### src/rtl/alu_issuer_pkg.sv
// Shared ALU opcode constants, control width and issuer FSM encoding.
package venera_alu_pkg;

  localparam int ALU_CTRL_W = 3;

  localparam logic [ALU_CTRL_W-1:0] ALU_OP_NOP = 3'b000;
  localparam logic [ALU_CTRL_W-1:0] ALU_OP_ADD = 3'b001;
  localparam logic [ALU_CTRL_W-1:0] ALU_OP_SUB = 3'b010;

  typedef enum logic [1:0] {
    ST_IDLE  = 2'd0,
    ST_ISSUE = 2'd1,
    ST_WAIT  = 2'd2,
    ST_RESP  = 2'd3
  } issuer_state_t;

  function automatic logic op_is_legal(input logic [ALU_CTRL_W-1:0] op);
    return (op == ALU_OP_ADD) || (op == ALU_OP_SUB);
  endfunction

endpackage

### src/rtl/alu_issuer_timeout.sv
// WAIT-state watchdog for alu_issuer; exists only when ALU_TIMEOUT_EN is defined.
// o_expired flags the last WAIT cycle before the count would reach TIMEOUT_CYCLES.
`ifdef ALU_TIMEOUT_EN
module alu_issuer_timeout #(
  parameter int TIMEOUT_CYCLES = 15
) (
  input  logic i_clk,
  input  logic i_reset,
  input  logic i_clear,
  input  logic i_count,
  output logic o_expired
);

  logic [7:0] r_count;

  always_ff @(posedge i_clk) begin
    if (i_reset || i_clear) begin
      r_count <= 8'd0;
    end else if (i_count) begin
      r_count <= r_count + 8'd1;
    end
  end

  assign o_expired = (r_count == 8'(TIMEOUT_CYCLES - 1));

endmodule
`endif

### src/rtl/alu_issuer.sv
// Single-outstanding command issuer driving the 8-bit ALU load/valid interface.
// Optional WAIT watchdog enabled by ALU_TIMEOUT_EN; all outputs decode from state or registers.
module alu_issuer
  import venera_alu_pkg::*;
#(
  parameter int DATA_W         = 8,
  parameter int TIMEOUT_CYCLES = 15
) (
  input  logic                  i_clk,
  input  logic                  i_reset,
  input  logic                  i_cmd_valid,
  output logic                  o_cmd_ready,
  input  logic [ALU_CTRL_W-1:0] i_cmd_op,
  input  logic [DATA_W-1:0]     i_cmd_a,
  input  logic [DATA_W-1:0]     i_cmd_b,
  output logic [ALU_CTRL_W-1:0] o_alu_control,
  output logic                  o_alu_load,
  output logic [DATA_W-1:0]     o_alu_din_a,
  output logic [DATA_W-1:0]     o_alu_din_b,
  input  logic                  i_alu_valid,
  input  logic [DATA_W-1:0]     i_alu_dout,
  output logic                  o_rsp_valid,
  input  logic                  i_rsp_ready,
  output logic [DATA_W-1:0]     o_rsp_data,
  output logic                  o_rsp_err,
  output logic                  o_busy
);

  issuer_state_t         r_state;
  issuer_state_t         w_next;
  logic [ALU_CTRL_W-1:0] r_op;
  logic [DATA_W-1:0]     r_a;
  logic [DATA_W-1:0]     r_b;
  logic [DATA_W-1:0]     r_rsp_data;
  logic                  r_rsp_err;
  logic                  w_tmo_expired;

`ifdef ALU_TIMEOUT_EN
  logic w_tmo_clear;
  logic w_tmo_count;

  assign w_tmo_clear = (r_state == ST_ISSUE);
  assign w_tmo_count = (r_state == ST_WAIT) && !i_alu_valid;

  alu_issuer_timeout #(
    .TIMEOUT_CYCLES(TIMEOUT_CYCLES)
  ) u_timeout (
    .i_clk     (i_clk),
    .i_reset   (i_reset),
    .i_clear   (w_tmo_clear),
    .i_count   (w_tmo_count),
    .o_expired (w_tmo_expired)
  );
`else
  logic [7:0] w_unused_timeout;
  assign w_unused_timeout = 8'(TIMEOUT_CYCLES);
  assign w_tmo_expired    = 1'b0;
`endif

  always_ff @(posedge i_clk) begin
    if (i_reset) begin
      r_state <= ST_IDLE;
    end else begin
      r_state <= w_next;
    end
  end

  always_comb begin
    w_next = r_state;
    case (r_state)
      ST_IDLE:  if (i_cmd_valid) w_next = op_is_legal(i_cmd_op) ? ST_ISSUE : ST_RESP;
      ST_ISSUE: w_next = ST_WAIT;
      ST_WAIT:  if (i_alu_valid || w_tmo_expired) w_next = ST_RESP;
      ST_RESP:  if (i_rsp_ready) w_next = ST_IDLE;
      default:  w_next = ST_IDLE;
    endcase
  end

  // Illegal opcodes are latched too, but the ALU lines are gated by state so the ALU never sees them.
  always_ff @(posedge i_clk) begin
    if (i_reset) begin
      r_op       <= ALU_OP_NOP;
      r_a        <= '0;
      r_b        <= '0;
      r_rsp_data <= '0;
      r_rsp_err  <= 1'b0;
    end else begin
      case (r_state)
        ST_IDLE: begin
          if (i_cmd_valid) begin
            r_op       <= i_cmd_op;
            r_a        <= i_cmd_a;
            r_b        <= i_cmd_b;
            r_rsp_data <= '0;
            r_rsp_err  <= !op_is_legal(i_cmd_op);
          end
        end
        ST_WAIT: begin
          if (i_alu_valid) begin
            r_rsp_data <= i_alu_dout;
            r_rsp_err  <= 1'b0;
          end else if (w_tmo_expired) begin
            r_rsp_data <= '0;
            r_rsp_err  <= 1'b1;
          end
        end
        default: ;
      endcase
    end
  end

  always_comb begin
    o_cmd_ready   = 1'b0;
    o_busy        = 1'b1;
    o_alu_load    = 1'b0;
    o_alu_control = ALU_OP_NOP;
    o_alu_din_a   = '0;
    o_alu_din_b   = '0;
    o_rsp_valid   = 1'b0;
    o_rsp_data    = '0;
    o_rsp_err     = 1'b0;
    case (r_state)
      ST_IDLE: begin
        o_cmd_ready = 1'b1;
        o_busy      = 1'b0;
      end
      ST_ISSUE: begin
        o_alu_load    = 1'b1;
        o_alu_control = r_op;
        o_alu_din_a   = r_a;
        o_alu_din_b   = r_b;
      end
      ST_WAIT: begin
        o_alu_control = r_op;
        o_alu_din_a   = r_a;
        o_alu_din_b   = r_b;
      end
      ST_RESP: begin
        o_rsp_valid = 1'b1;
        o_rsp_data  = r_rsp_data;
        o_rsp_err   = r_rsp_err;
      end
      default: ;
    endcase
  end

endmodule

### config.mk
export PLATFORM = sky130hd
export DESIGN_NAME = alu_issuer
export DESIGN_NICKNAME = d
export VERILOG_FILES = /design/src/rtl/alu_issuer_pkg.sv /design/src/rtl/alu_issuer_timeout.sv /design/src/rtl/alu_issuer.sv
export SDC_FILE = /design/constraint.sdc
export NUM_CORES = 1
export LEC_CHECK = 0
export CAP_MARGIN = 10
export CORE_UTILIZATION = 27
export DETAILED_ROUTE_END_ITERATION = 8
export HOLD_SLACK_MARGIN = 0.03
export PLACE_DENSITY = 0.53
export SETUP_SLACK_MARGIN = 0.4
export SKIP_CTS_REPAIR_TIMING = 1
export SLEW_MARGIN = 5
export SYNTH_ARGS = -nofsm -noshare
export SYNTH_HDL_FRONTEND = slang
export SYNTH_HIERARCHICAL = 1
export SYNTH_SLANG_ARGS = --single-unit
export TNS_END_PERCENT = 20
### constraint.sdc
create_clock -name i_clk -period 2.15 [get_ports i_clk]
set_input_delay 0.3225 -clock i_clk [delete_from_list [all_inputs] [get_ports i_clk]]
set_output_delay 0.3225 -clock i_clk [all_outputs]
set_load 0.02 [all_outputs]
Yosys cells after proc, flatten, opt, wreduce, memory -nomap -nowiden
Cells that the tools add are included.
{ "totals": {"wordCells": 42, "input_bits": 32, "out_inout_bits": 32, "regBits": 30} }
{ "classes": {"mux": 20, "reduce_logical": 8, "eq_ne": 8} }
{ "ops": {"columns": ["op", "n"], "rows": [
  ["$mux 8", 5],
  ["$pmux 8 s2", 1],
  ["$mux 2", 4],
  ["$pmux 2 s4", 1],
  ["$mux 1", 7],
  ["$ne 2x2->1 const B", 3],
  ["$reduce_and 3->1", 2],
  ["$eq 2x2->1 const B", 2],
  ["$eq 3x1->1 const B", 1],
  ["$eq 3x2->1 const B", 1],
  ["$mux 3", 1],
  ["$eq 2x1->1 const B", 1],
  ["$logic_not 2->1", 1],
  ["$pmux 1 s2", 1],
  ["$reduce_and 2->1", 1],
  ["$reduce_bool 2->1", 1],
  ["$reduce_or 2->1", 1],
  ["$logic_not 1->1", 1],
  ["$logic_or 1x1->1", 1]
]} }

Longest topological paths before layout
{ "logic_depth": {"depth_word": 5, "depth_mapped": 8, "depth_no_buf": 5} }

Worst setup path before layout
Ideal clock, no wire load.
{ "synth_path": {"kind": "register -> register", "start": "register r_state[0]", "end": "register r_rsp_err", "setup_time_ps": 96, "n_path_buf": 2, "required_time_ps": 2054, "slack_ps": 337, "path_stages_with_launch": 8, "synth_period_minus_slack_ps": 1813, "t_arrival_ps": 1717, "path_cell_list": "dfxtp_1 > inv_1 > ha_1 > buf_6 > nor2b_4 > buf_6 > or3_4 > o41ai_2"} }
{ "synth_between": {"elab_chain_cells": 3, "elab_cells_between_ends": 7, "classes_between": "3 x eq/ne; 1 x mux; 3 x reduce/logical"} }
{ "synth_lines": {"columns": ["element", "line_no", "source"], "rows": [
  ["start, declared", "alu_issuer.sv:29", "issuer_state_t r_state;"],
  ["start signal, assigned", "alu_issuer.sv:64", "r_state <= w_next;"],
  ["$eq 2x2->1 / $logic_not 2->1 (equally long branches)", "alu_issuer.sv:88", "case (r_state)"],
  ["$ne 2x2->1 (no source line) / $reduce_bool 2->1 (equally long branches)", null, null],
  ["$reduce_and 3->1 (no source line)", null, null],
  ["end signal, assigned", "alu_issuer.sv:95", "r_rsp_err <= !op_is_legal(i_cmd_op);"],
  ["end, declared", "alu_issuer.sv:35", "logic r_rsp_err;"]
]} }
Parallel ways exist; a longest one is shown, timed or not.
A chain may end at the register's enable or synchronous reset.

Worst setup path after layout
{ "layout_path": {"start": "register r_state[1]", "end": "output o_rsp_err"} }
{ "layout_between": {"elab_chain_cells": 2} }
{ "layout_lines": {"columns": ["element", "line_no", "source"], "rows": [
  ["$eq 2x2->1", "alu_issuer.sv:122", "case (r_state)"],
  ["$mux 1", "alu_issuer.sv:122", null],
  ["end, declared", "alu_issuer.sv:25", "output logic o_rsp_err,"]
]} }
Every way passes these cells.

==> results.sh <==
export IMPL_outcome="finished clean"
export IMPL_rsz0062_at_grt="yes"
export IMPL_synth_async_sr_flop_share=0
export IMPL_die_y_um=75.4
export IMPL_pin_count=64
export IMPL_final_nets=284
export IMPL_power_leakage_uw=0.00102
export IMPL_n_antenna_cell=0
export IMPL_slew_violations=0
export IMPL_hold_viol_final=0
export IMPL_root_buffer="clkbuf_8"
export IMPL_yosysMostFrequentCell="nand2_1"
export IMPL_period_minus_slack_ns=1.91
export IMPL_r2r_end="r_rsp_err"
export IMPL_drt_first_iter_violations=77
export IMPL_cp_startpoint="r_state[1]"
export IMPL_final_antenna_net_count=0
export IMPL_start_util=0.283
export IMPL_yosysSeqAreaShare=0.413
export IMPL_synth_xor_area_frac=0.00603
export IMPL_crit_fanout=11
export IMPL_grt_pass1_wl_mm=6.13
export IMPL_synth_nets=219
export IMPL_routedWlPerCell_um=12.5
export IMPL_wl_mm=3.98
export IMPL_clk_path_buf_depth=2
export IMPL_multi_input_area_um2=811
export IMPL_p_per_area_nw_per_um2=1080
export IMPL_cts_made_buffers=5
export IMPL_vias_per_cell=4.40
export IMPL_drc=0
export IMPL_synth_edf_count=0
export IMPL_synth_top_family_by_area="simple AND/OR/NAND/NOR gates"
export IMPL_clkLatencyLatePin_ns=0.28
export IMPL_portBuffers=63
export IMPL_rrSetupSlack_ns=0.42
export IMPL_reg2reg_depth=5
export IMPL_clk_pin_slew_ns=0.07
export IMPL_synth_compound_area_share=0.170
export IMPL_grt_antenna_before_repair=0
export IMPL_wl_met1_mm=1.80
export IMPL_drv_cap=0
export IMPL_grt_max_degree=21
export IMPL_drive_above_1_share=0.181
export IMPL_rows=26
export IMPL_dieWidth_um=75.4
export IMPL_min_period_over_period=0.887
export IMPL_end_kind="output port"
export IMPL_worstSetupPathType="register to output port"
export IMPL_dpl_cell_count=307
export IMPL_netlist_instances=182
export IMPL_peakVddDrop_mv=0.431
export IMPL_cts_tree="yes"
export IMPL_netlist_area_leader_share=0.413
export IMPL_regArea_um2=608
export IMPL_cp_arrival_ns=1.58
export IMPL_cts_sinks=30
export IMPL_htreeDepth=2
export IMPL_synthAdderAreaFrac=0.0431
export IMPL_firstDrtPassIters=4
export IMPL_die_area_um2=5680
export IMPL_synthSimpleGateAreaFrac=0.312
export IMPL_required_ns=1.83
export IMPL_ys_ff_latch=30
export IMPL_synthFlopType="dfxtp_1"
export IMPL_cp_endpoint="o_rsp_err"
export IMPL_core_um2=5140
export IMPL_dpl_instance_area_um2=2140
export IMPL_gr_total_overflow=0
export IMPL_netlist_area_um2=1450
export IMPL_final_area_um2=2320
export IMPL_yosys_warnings=6
export IMPL_netlist_top_cells_area="dfxtp_1, and2_1, nand2_1, a21oi_1, ha_1"
export IMPL_synth_common_cells="nand2_1, and2_1, dfxtp_1"
export IMPL_grt_usage=0.145
export IMPL_setup_viol_count_final=0
export IMPL_avgSynthCellArea_um2=7.98
export IMPL_muxShareOfSynthArea=0
export IMPL_gp_congestion=0.722
export IMPL_synth_cell_types=25
export IMPL_timing_rr_start="r_state[0]"
export IMPL_fin_ws_ns=0.243
export IMPL_cp_start_kind="register"
export IMPL_dpl_worst_slack_ns=0.0437
export IMPL_hold_start="r_a[2]"
export IMPL_grt_pass1_vias=1336
export IMPL_worst_pin_slew_ns=0.722
export IMPL_dr_wl_met3_um=258
export IMPL_yosysTopAreaCell="dfxtp_1"
export IMPL_routed_top_layer="met4"
export IMPL_clock_skew_final_ns=0.00406
export IMPL_max_slew_margin=0.518
export IMPL_layoutNonFillerInstCount=318
export IMPL_place_hpwl_mm=2.63
export IMPL_hp_class="register to register"
export IMPL_num_vias=1400
export IMPL_syn2layout_area_growth_pct=59.8
export IMPL_clock_fmax_mhz=524
export IMPL_n_fill_cell=563
export IMPL_wl_met2_mm=1.89
[state kept, by name, indices dropped and copies added, names as in the netlist]
register / count
r_a: 8
r_b: 8
r_rsp_data: 8
r_op: 3
r_state: 2
r_rsp_err: 1
[cell type report]
cell class / instances / share of cell area
clock inverters: 3 / 0.0173
well taps: 70 / 0.0377
repair buffers: 71 / 0.298
inverters: 4 / 0.00647
flip-flops and latches: 30 / 0.262
multi-input cells: 135 / 0.349
clock buffers: 5 / 0.0296
[logic make-up (layout without fill, tap and decap cells)]
family,Yosys count,count (layout)
AOI/OAI and AO/OA,40,40
xor gates and xnor gates,1,1
adders and majority gates,5,5
buffers and inverters,17,83
DFF,30,30
and+or+nand+nor,89,89
[worst min path at each step]
stage | endpoint | slack [ns] | cells past startpoint
finish | r_a[2] | 0.45 | 2
global route | r_b[0] | 0.47 | 2
CTS | r_a[7] | 0.45 | 2
detailed placement | r_a[7] | 0.44 | 2
global placement | r_a[7] | 0.44 | 2
floorplan | r_state[1] | 0.42 | 1
[worst max-delay path, cell delays in order, from the launching register on]
cell and delay [ns]:
dfxtp_4 0.38, ha_4 0.19, and2_1 0.14, clkdlybuf4s50_1 0.60
[routing by layer]
layer | up-vias | GRT usage
met1 | 618 | 0.175
met3 | 4 | 0.0410
li1 | 732 | -
met2 | 46 | 0.245
met5 | - | 0
met4 | 0 | 0.0556
[stage by stage]
step	utilization	hold WS, ns	setup TNS (ns)	total power (µW)
final	0.452	0.449	0	2510
after floorplan	-	0.425	0	1400
after detailed placement	0.417	0.443	0	1800
after CTS	0.438	0.453	-5.07	2360
after global routing	0.452	0.473	0	2700
after global placement	0.417	0.439	0	1790
[layout by cell type (no fill, tap or decap), drive strengths merged, types with 4 or more instances in the layout]
| cell type | netlist | final |
|---|---|---|
| buf | 7 | 15 |
| clkbuf | 6 | 12 |
| nand3 | 9 | 9 |
| a21oi | 27 | 27 |
| dfxtp | 30 | 30 |
| and2 | 30 | 30 |
| inv | 4 | 4 |
| o31ai | 8 | 8 |
| nand2 | 39 | 39 |
| ha | 5 | 5 |
| dlymetal6s2s | 0 | 6 |
| clkdlybuf4s50 | 0 | 43 |
[where the power goes]
group	internal [µW]	total [µW]	switching (µW)
clock	341	558	218
combinational	564	1220	660
sequential	668	731	63.3
Power figures use the tool's default switching activity.
==> RTL edit 1, RTL diff (same settings) <==
Set the parameter `DATA_W` to 6 (it was 8).
--- a/src/rtl/alu_issuer.sv
+++ b/src/rtl/alu_issuer.sv
@@ -5,3 +5,3 @@
 #(
-  parameter int DATA_W         = 8,
+  parameter int DATA_W         = 6,
   parameter int TIMEOUT_CYCLES = 15
Interface: changed (6 resized); port bits go from 64 to 52. The function was not compared with the original's and may differ.
==> RTL edit 1 against the original RTL <==
- setup slack got worse by 0.060 ns
- critical path depth unchanged
- final cell count decreased by 22%
- largest cell class unchanged
- sequential power decreased by 20%
- power decreased by 26%
- global-route usage increased by 0.42 points
- sequential share of layout area increased by 0.25 points
- design area decreased by 21%
- non-clock buffer count decreased by 16
- routed wire length decreased by 18%
- highest routed layer unchanged
- synthesized area decreased by 19%
- fmax decreased by 3.0%
- die area decreased by 18%
- sequential cell count decreased by 6
==> RTL edit 1: results (changes against the original RTL) <==
| Metric | Value |
|---|---|
| H-tree levels | 1 (-1) |
| DR WL/cell | 13.2 µm (+5.6%) |
| Clock tree root buffer cell | clkbuf_8 |
| Average via count per standard cell | 4.65 (+5.7%) |
| HPWL Detailed | 2.37 mm (-9.9%) |
| Reg clk slew, reported paths | 0.09 ns (+0.02 ns) |
| Top Registers | r_a (6), r_b (6), r_rsp_data (6) |
| Worst-path fanout max | 9 (-2) |
| Layout cells sized above 1 | 10.1% (-8.0 points) |
| Status | finished, final reports clean |
| Vias in the first global route | 1158 (-13%) |
| LEAKAGE | 0.000912 µW (-10%) |
| Top cells by count, synth | 31 x nand2_1, 24 x dfxtp_1, 23 x and2_1, 21 x a21oi_1, 7 x nand3_1 |
| Setup Skew | 0.00343 ns (-0.000631 ns) |
| Worst vdd ir | 337 µV (-22%) |
| WP data arrival | 1.64 ns (+0.06 ns) |
| GRT Util Overall | 14.9% (+0.42 points) |
| Placed cells | 241 (-21%) |
| Largest net degree at the start of global routing | 17 (-19%) |
| Routability cong. | 0.727 (+0.72%) |
| Final nets | 230 (-19%) |
| DP Area | 0.00172 mm² (-20%) |
| Final wirelength | 3.28 mm (-18%) |
| Post-Syn Nets | 181 (-17%) |
| Top post-synthesis cells by area | dfxtp_1 41%, and2_1 12%, nand2_1 9.8% |
| Global-route wire length before repair | 5.21 mm (-15%) |
| Port-buffer cells | 51 (-19%) |
| Initial DRC Count | 37 (-52%) |
| Clk_lat worst skew | 0.26 ns (-0.02 ns) |
| Worst slack, placed | 0.0818 ns (+0.0381 ns) |
| Post-synthesis area per instance | 7.89 µm² (-1.1%) |
| Seq/Total Area, Yosys | 40.6% (-0.75 points) |
| CTS Buf Count | 3 (-2) |
-- RTL edit 1: metal layers --
metal  vias up  GRT usage, %  part of all wire [%]
li1        591             -                     -
met1       525          17.0                    44
met3         2          3.67                   7.2
met5         -             0                     0
met2        36          26.6                    48
met4         0          5.47                  0.70
-- RTL edit 1: power by group --
part | internal [µW] | switching, µW
combinational | 427 | 535
sequential | 536 | 50.1
clock | 163 | 144
-- RTL edit 1: logic make-up (layout without fill, tap and decap cells) --
| kind of cell | Yosys count | after routing | share of synthesized area [%] |
|---|---|---|---|
| XOR/XNOR | 1 | 1 | 0.740 |
| AO/OA/AOI/OAI | 32 | 32 | 16.4 |
| buffers and inverters | 15 | 63 | 5.60 |
| flip-flops | 24 | 24 | 40.6 |
| adder cells (fa/ha/maj) | 5 | 5 | 5.29 |
| AND/OR/NAND/NOR | 73 | 73 | 31.4 |
-- RTL edit 1: path summary, 6_finish.rpt --
check | start | endpoint | slack, ns | depth (start not counted)
setup / recovery | r_state[1] | o_rsp_err | 0.18 | 3
hold / removal | r_a[2] | r_a[2] | 0.45 | 2
setup reg to reg | r_state[0] | r_rsp_err | 0.50 | 5
hold reg to reg | r_a[2] | r_a[2] | 0.45 | 2
-- RTL edit 1: area by class of cell --
type | count | area [µm²]
fill | 409 | 2280
multi-input combinational | 111 | 652
timing repair buffer | 55 | 566
sequential | 24 | 485
tap | 50 | 62.6
clock buffer | 4 | 55.1
inverter | 4 | 15.0
-- RTL edit 1: worst max-delay path: stages (launching register included) --
cell	delay, ns
dfxtp_4	0.38
ha_2	0.25
and2_1	0.15
clkdlybuf4s50_1	0.60
==> RTL edit 2, RTL diff (same settings) <==
Made on the original files. Register the output `o_rsp_err`, without a reset; this adds one clock of latency there. The other outputs are not delayed to match.
--- a/src/rtl/alu_issuer.sv
+++ b/src/rtl/alu_issuer.sv
@@ -27,2 +27,4 @@
 );
+
+  logic o_rsp_err_d;
 
@@ -120,3 +122,3 @@
     o_rsp_data    = '0;
-    o_rsp_err     = 1'b0;
+    o_rsp_err_d   = 1'b0;
     case (r_state)
@@ -140,3 +142,3 @@
         o_rsp_data  = r_rsp_data;
-        o_rsp_err   = r_rsp_err;
+        o_rsp_err_d = r_rsp_err;
       end
@@ -146,2 +148,6 @@
 
+  always_ff @(posedge i_clk) begin
+    o_rsp_err <= o_rsp_err_d;
+  end
+
 endmodule
Behaviour: not the same (Yosys sat finds a counterexample within 4 cycles, from zero or initial values and one cycle with i_reset high).
==> RTL edit 2 against the original RTL <==
- power fell by 0.49%
- sequential cell count rose by 1
- setup slack improved by 0.0013 ns
- design area rose by 1.2%
- routed wire length rose by 0.95%
- final cell count rose by 0.31%
- clock power rose by 6.5%
- largest power group unchanged
- synthesized area rose by 0.26%
- sequential share of layout area rose by 0.55 points
==> RTL edit 2: results (changes against the original RTL) <==
| Metric | Value |
|---|---|
| M2 GR Usage | 21.3% (-3.2 points) |
| Setup Skew | 0.00549 ns (+0.00143 ns) |
| Top sig layer | met4 |
| Final wirelength | 4.02 mm (+0.95%) |
| DR WL met2 | 1.73 mm (-8.7%) |
| Clock tree root buffer cell | clkbuf_8 |
| Clk_lat worst skew | 0.28 ns (about the same) |
| Worst vdd ir | 410 µV (-4.8%) |
| Worst r2r dst | r_rsp_err |
| Adder-cell share of the synthesized area | 4.30% (-0.011 points) |
| HP Start | r_a[5] |
| Initial DRC Count | 81 (+5.2%) |
| R2R setup slack | 0.49 ns (+0.07 ns) |
| Top cells by count, synth | 39 x nand2_1, 31 x dfxtp_1, 30 x and2_1, 28 x a21oi_1, 10 x o31ai_1 |
| Global-route wire length before repair | 6.15 mm (+0.21%) |
| Met3 Use GR | 5.16% (+1.1 points) |
| Top post-synthesis cells by area | dfxtp_1 43%, and2_1 13%, nand2_1 10% |
| Seq/Total Area, Yosys | 42.6% (+1.3 points) |
| Met1 wire length | 1.91 mm (+6.1%) |
| Met3 Routed Length | 324 µm (+26%) |
| Status | finished, final reports clean |
| GR Util met1 | 18.7% (+1.1 points) |
| Complex-gate fraction of the synthesized area | 16.9% (-0.044 points) |
| LEAKAGE | 0.00112 µW (+10%) |
| Average via count per standard cell | 4.45 (+1.0%) |
| Post-Syn Nets | 220 (+0.46%) |
| Logic gate share of total power | 46.4% (-2.3 points) |
| Synth cell types | 24 (-4.0%) |
| H-tree levels | 2 (unchanged) |
| Vias in the first global route | 1343 (+0.52%) |
| Routability cong. | 0.686 (-5.0%) |
| Drt pass-1 iters | 4 (unchanged) |
| Top Registers | r_a (8), r_b (8), r_rsp_data (8) |
| Hold path endpoint | r_a[5] |
| Setup crit end | o_rsp_data[2] |
| GRT Util Overall | 14.3% (-0.18 points) |
| Slew HR | 57.4% (+5.6 points) |
| Final nets | 285 (+0.35%) |
| Mux contribution to synthesized area | 0% (unchanged) |
| XOR/XNOR share of the synthesized area | 0.601% (-0.0016 points) |
| HPWL Detailed | 2.73 mm (+3.7%) |
| Reg-to-Reg Start | r_state[1] |
| WP data arrival | 1.58 ns (about the same) |
| Port-buffer cells | 63 (unchanged) |
| Fraction of registers with async set/reset | 0% (unchanged) |
| DP Area | 0.00216 mm² (+0.64%) |
| Largest net degree at the start of global routing | 20 (-4.8%) |
| Clock Path Buffers | 2 (unchanged) |
| Critical Path Source | r_state[0] |
| Sw frac | 36.8% (-0.66 points) |
| Layout cells sized above 1 | 13.3% (-4.9 points) |
| Seq. pwr | 746 µW (+2%) |
==> RTL edit 2: per-stage QoR <==
step	TNS [ns]	hold WS [ns]	setup slack (ns)	power, µW	std cells
2_1_floorplan	0	0.424	0.493	1380	183
3_3_place_gp	0	0.438	0.172	1790	309
3_5_place_dp	0	0.437	0.150	1790	309
4_1_cts	-3.26	0.454	-0.169	2390	317
5_1_grt	0	0.473	0.171	2680	319
6_report	0	0.452	0.244	2500	319
==> RTL edit 2: final cells by class <==
class	instances	area [µm²]
clock buffers	6	82.6
clock inverters	2	35.0
fillers	558	2790
inverters	4	15.0
multi-input cells	135	787
flip-flops and latches	31	628
well taps	70	87.6
repair buffers	71	713
==> RTL edit 2: critical path: stages, from the launching register on <==
cell,delay [ns]
dfxtp_4,0.38
ha_4,0.19
and2_1,0.14
clkdlybuf4s50_1,0.60
